`src/rtl/muldiv_pkg.sv`:
```
// Shared opcode, mul/div function encodings and watchdog limit for the HI/LO
// controller and the mul/div unit it drives.
package muldiv_pkg;

   localparam logic [2:0] OP_MULTU = 3'b000;
   localparam logic [2:0] OP_MULT  = 3'b001;
   localparam logic [2:0] OP_DIVU  = 3'b010;
   localparam logic [2:0] OP_DIV   = 3'b011;
   localparam logic [2:0] OP_MFHI  = 3'b100;
   localparam logic [2:0] OP_MFLO  = 3'b101;
   localparam logic [2:0] OP_MTHI  = 3'b110;
   localparam logic [2:0] OP_MTLO  = 3'b111;

   localparam logic [1:0] FUNC_MULTU = 2'b00;
   localparam logic [1:0] FUNC_MULT  = 2'b01;
   localparam logic [1:0] FUNC_DIVU  = 2'b10;
   localparam logic [1:0] FUNC_DIV   = 2'b11;

   localparam logic [7:0] WDOG_MAX = 8'd255;

   typedef enum logic [1:0] {
      IDLE  = 2'd0,
      ISSUE = 2'd1,
      WAIT  = 2'd2
   } state_t;

   // Multiply/divide class ops have op[2]==0; divides additionally have op[1]==1.
   function automatic logic is_md_op(input logic [2:0] op);
      return ~op[2];
   endfunction

   function automatic logic is_div_op(input logic [2:0] op);
      return ~op[2] & op[1];
   endfunction

endpackage

```
`src/rtl/hilo_ctrl.sv`:
```
// HI/LO register file and issue/wait controller for an external mul/div unit,
// with divide-by-zero bypass and a watchdog on the unit's busy handshake.
module hilo_ctrl
   import muldiv_pkg::*;
(
   input  logic        clk,
   input  logic        reset,
   input  logic        op_valid,
   input  logic [2:0]  op,
   input  logic [31:0] rs_val,
   input  logic [31:0] rt_val,
   output logic        stall,
   output logic [31:0] rd_val,
   output logic        md_start,
   output logic [1:0]  md_func,
   output logic [31:0] md_a,
   output logic [31:0] md_b,
   input  logic        md_busy,
   input  logic [31:0] md_hi,
   input  logic [31:0] md_lo,
   output logic [31:0] hi,
   output logic [31:0] lo,
   output logic        md_err
);

   state_t     state_reg;
   state_t     state_next;
   logic [7:0] wdog_reg;
   logic [7:0] wdog_next;

   logic issue;
   logic div_zero;
   logic move_hi;
   logic move_lo;
   logic capture;
   logic timeout;

   always_comb begin
      state_next = state_reg;
      issue      = 1'b0;
      div_zero   = 1'b0;
      move_hi    = 1'b0;
      move_lo    = 1'b0;
      capture    = 1'b0;
      timeout    = 1'b0;
      md_start   = 1'b0;
      wdog_next  = wdog_reg + 8'd1;
      stall      = op_valid && (state_reg != IDLE);
      rd_val     = 32'd0;

      case (state_reg)
         IDLE: begin
            if (op_valid) begin
               if (is_div_op(op) && (rt_val == 32'd0)) begin
                  div_zero = 1'b1;
               end else if (is_md_op(op)) begin
                  issue      = 1'b1;
                  state_next = ISSUE;
               end else if (op == OP_MTHI) begin
                  move_hi = 1'b1;
               end else if (op == OP_MTLO) begin
                  move_lo = 1'b1;
               end
            end
         end
         ISSUE: begin
            md_start   = 1'b1;
            state_next = WAIT;
         end
         WAIT: begin
            // A completed result wins over a timeout landing in the same cycle.
            if (!md_busy) begin
               capture    = 1'b1;
               state_next = IDLE;
            end else if (wdog_next == WDOG_MAX) begin
               timeout    = 1'b1;
               state_next = IDLE;
            end
         end
         default: state_next = IDLE;
      endcase

      if (op_valid && (op == OP_MFHI)) begin
         rd_val = hi;
      end else if (op_valid && (op == OP_MFLO)) begin
         rd_val = lo;
      end
   end

   always_ff @(posedge clk) begin
      if (reset) begin
         state_reg <= IDLE;
         wdog_reg  <= 8'd0;
         md_func   <= 2'd0;
         md_a      <= 32'd0;
         md_b      <= 32'd0;
         hi        <= 32'd0;
         lo        <= 32'd0;
         md_err    <= 1'b0;
      end else begin
         state_reg <= state_next;

         if (issue) begin
            md_a    <= rs_val;
            md_b    <= rt_val;
            md_func <= op[1:0];
         end

         if (state_reg == ISSUE) begin
            wdog_reg <= 8'd0;
         end else if (state_reg == WAIT) begin
            wdog_reg <= wdog_next;
         end

         if (capture) begin
            hi <= md_hi;
            lo <= md_lo;
         end else if (div_zero) begin
            hi <= rs_val;
            lo <= 32'hFFFF_FFFF;
         end else if (move_hi) begin
            hi <= rs_val;
         end else if (move_lo) begin
            lo <= rs_val;
         end

         if (timeout) begin
            md_err <= 1'b1;
         end
      end
   end

endmodule

```
`config.mk`:
```
export PLATFORM = sky130hd
export DESIGN_NAME = hilo_ctrl
export DESIGN_NICKNAME = d
export VERILOG_FILES = /design/src/rtl/muldiv_pkg.sv /design/src/rtl/hilo_ctrl.sv
export SDC_FILE = /design/constraint.sdc
export NUM_CORES = 1
export LEC_CHECK = 0
export BUFFER_PORTS_ARGS = -buffer_cell sky130_fd_sc_hd__buf_2
export CAP_MARGIN = 30
export CELL_PAD_IN_SITES_DETAIL_PLACEMENT = 0
export CELL_PAD_IN_SITES_GLOBAL_PLACEMENT = 1
export CORE_MARGIN = 3
export CORE_UTILIZATION = 25
export DETAILED_ROUTE_END_ITERATION = 7
export GPL_ROUTABILITY_DRIVEN = 0
export PLACE_DENSITY = 0.67
export SLEW_MARGIN = 30
export SYNTH_ARGS = -nofsm -noshare
export SYNTH_HDL_FRONTEND = slang
export SYNTH_SLANG_ARGS = --single-unit
```
`constraint.sdc`:
```
create_clock -name clk -period 2.5 [get_ports clk]
set_input_delay 0.25 -clock clk [delete_from_list [all_inputs] [get_ports clk]]
set_output_delay 0.25 -clock clk [all_outputs]
set_load 0.05 [all_outputs]
```
==> metrics <==
outcome completed; Die Span Y approximately 170 um; Hold/Removal Path Class in -> reg; final hold viol count 0; crit path DAT 2.37 ns; Synth Area in XOR/XNOR less than 1%; worst reg-to-reg path cell count 6; WL final around 24 mm; Avg Vias per Cell 4.704; full die area slightly below 30,000 sq um; Residual DRC 0; synthesized flop and latch total 141; Layout Nets 1,138; Max-slew headroom about 66%; Post-Synth Adder-Cell Area 0.3663%; Post-Syn Area 6832 sq um; instance count of the mapped netlist around 720; hold path cells 3; total track usage roughly 16%; CTS Hold Bufs 0; Detail Route Antenna Nets 0; TritonCTS buffer count 17; WS Path Type reg -> reg; vias in the first global route 6,309; Simple-Gate Fraction of Synth Area between 20 and 25%; drt pass-1 iters 4; Final Max Tran Viols 0; Hold Crit Start rt_val[16]; Core ar. between 20,000 and 30,000 sq um; pre-CTS WS about 0.12 ns; Max-Cap Viols 0; Post-CTS Resized 0; largest family of logic cells by synthesized area simple AND/OR/NAND/NOR gates; WHS Endpoint md_b[16]; Max clock buf depth 2; IO Pins 300; Setup TNS 0 ns; die width 171.3 um; multiplexer share of the synthesized area ~17%; Final Setup Violations 0; Slew @ Worst Pin around 0.5 ns; Skew-Pair Late Insertion Delay approximately 0.4 ns; CTS root buf clkbuf_16; post-synthesis compound-gate area fraction ~15%; total grt overflow 0; Worst Path Required approximately 2.8 ns; First DRT Iteration DRCs about 300; Period Utilization, post-route 82.40%; reg-to-reg setup timing slack between 0.4 and 0.5 ns; syn nets approximately 860; Yosys cell types 38; worst r2r src state_reg[1]; CTS tree yes; CTS sink cnt 141; Max VDD drop between 0.0003 and 0.0004 V; Setup crit end kind register; clock-pin slew on the worst setup and hold paths ~0.060 ns; pin count of the biggest net entering global routing 98; Setup WS post-layout between 0.4 and 0.5 ns; synthesized area per cell ~9.4 sq um; initial antenna violation count 1; PD cells approximately 630 nW/um^2; Rows 59; HPWL after DPL ~17 mm; Initial Util between 20% and 30%; P&R area growth vs syn 37.36%; register area share after synthesis between 40 and 50%; Ys Warns 0; post-DR wirelength/cell between 15 and 20 um; fmax roughly 490 MHz; port bufs 299; Layout Skew approximately 0.008 ns; Vias between 6,000 and 7,000; Reg-to-Reg End lo[8]; first-pass GRT wire length 36.29 mm; critical-path maximum fanout 19; H-tree depth 4; leakage power ~0.0044 uW; post-CTS setup repair buffer count 0; RSZ-0062 raised after global routing false; share of cells above drive strength 1 between 30% and 40%; startpoint types register; crit path time final just over 2 ns
-- where the power goes --
part | internal, uW | total (uW) | switching [uW]
clock network | 1410 | 2410 | 1000
registers | 2360 | 2440 | 76.3
logic | 361 | 1110 | 747
total | 4130 | 5960 | 1820
-- through the flow --
step           util, %  cell area (sq um)  std cells  total power (uW)  hold WS [ns]
2_1_floorplan        -               6832        724              3226        0.3285
3_5_place_dp     33.40               8827       1317              3606        0.4574
4_1_cts          35.49               9379       1348              6060       0.08521
3_3_place_gp     33.40               8827       1317              3598        0.4556
6_report         35.51               9384       1350              5956        0.1126
5_1_grt          35.50               9382       1349              6227       0.09199
-- Yosys cell counts (all sizes together) --
cell    instances  share of area, %
a211oi         35               4.0
a21oi           8              0.59
a221o           1              0.15
a221oi         18               3.0
a22o           32               4.1
a311oi          6              0.77
and2            1             0.092
and3            2              0.18
buf            14               1.1
clkbuf         51               2.8
dfxtp         141                41
ha              2              0.37
inv            22               1.2
mux2            7               1.2
mux2i         111                16
nand2          25               1.4
nand2b        135                12
nand3           5              0.37
nand3b          4              0.44
nand4           3              0.27
nor2           15              0.82
nor2b           2              0.18
nor3           36               2.6
nor3b           2              0.22
nor4            9              0.82
nor4b           1              0.13
o21ai          21               1.5
o22ai           4              0.37
or2             1             0.092
or3             1             0.092
or4             2              0.22
xnor2           2              0.26
xor2            5              0.64
-- worst max-delay path by stage --
stage,from,end,slack [ns],depth (start not counted)
CTS,state_reg[1],lo[7],0.44,6
detailed placement,rt_val[27],lo[7],0.12,7
global placement,rt_val[19],lo[6],0.16,7
global route,state_reg[1],lo[6],0.32,6
finish,state_reg[1],lo[8],0.44,6
floorplan,rt_val[22],lo[10],0.46,8
-- cells in the final DEF, fill, tap and decap left out, drive strengths merged, types with 2 or more instances in the layout --
| cell type | count |
|---|---|
| and3 | 2 |
| nand3 | 5 |
| buf | 323 |
| xnor2 | 2 |
| nand2 | 25 |
| dfxtp | 141 |
| inv | 22 |
| a311oi | 6 |
| ha | 2 |
| xor2 | 5 |
| o21ai | 21 |
| nor3 | 36 |
| a22o | 32 |
| clkinv | 7 |
| nor3b | 2 |
| mux2i | 111 |
| mux2 | 7 |
| clkbuf | 20 |
| nor2b | 2 |
| or4 | 2 |
| diode | 2 |
| nand2b | 135 |
| clkinvlp | 3 |
| nand3b | 4 |
| o22ai | 4 |
| a211oi | 35 |
| nor4 | 9 |
| nor2 | 15 |
| nand4 | 3 |
| a221oi | 18 |
| a21oi | 8 |
-- metal layers --
layer | vias to the layer above | wire length (um) | global-route usage [%]
li1 | 3132 | - | -
met1 | 2994 | 10440 | 20.19
met2 | 203 | 11550 | 26.92
met3 | 21 | 1584 | 4.160
met4 | 0 | 423 | 4.199
met5 | - | 0 | 0
-- cells by family (layout without fill, tap and decap cells) --
family          Yosys count  after routing
flops                   141            141
compound gates          125            125
xor+xnor                  7              7
mux                     118            118
fa+ha+maj                 2              2
buf+inv                  87            376
other cells               0              2
simple gates            244            244
-- final cells by class --
class | instances | area [sq um]
Fill cell | 2754 | 17040
Multi-Input combinational cell | 496 | 3699
Sequential cell | 141 | 2823
Timing Repair Buffer | 323 | 1804
Clock buffer | 20 | 456.7
Tap cell | 335 | 419.2
Clock inverter | 11 | 95.09
Inverter | 22 | 82.58
Antenna cell | 2 | 5.005
-- worst max-delay path, stage by stage (launching register included) --
cell,delay (ns)
dfxtp_1,0.33
nor2_1,0.15
nand2_1,0.19
or4_1,0.59
and3_1,0.23
buf_12,0.17
a221oi_1,0.30
Power figures use the tool's default switching activity.
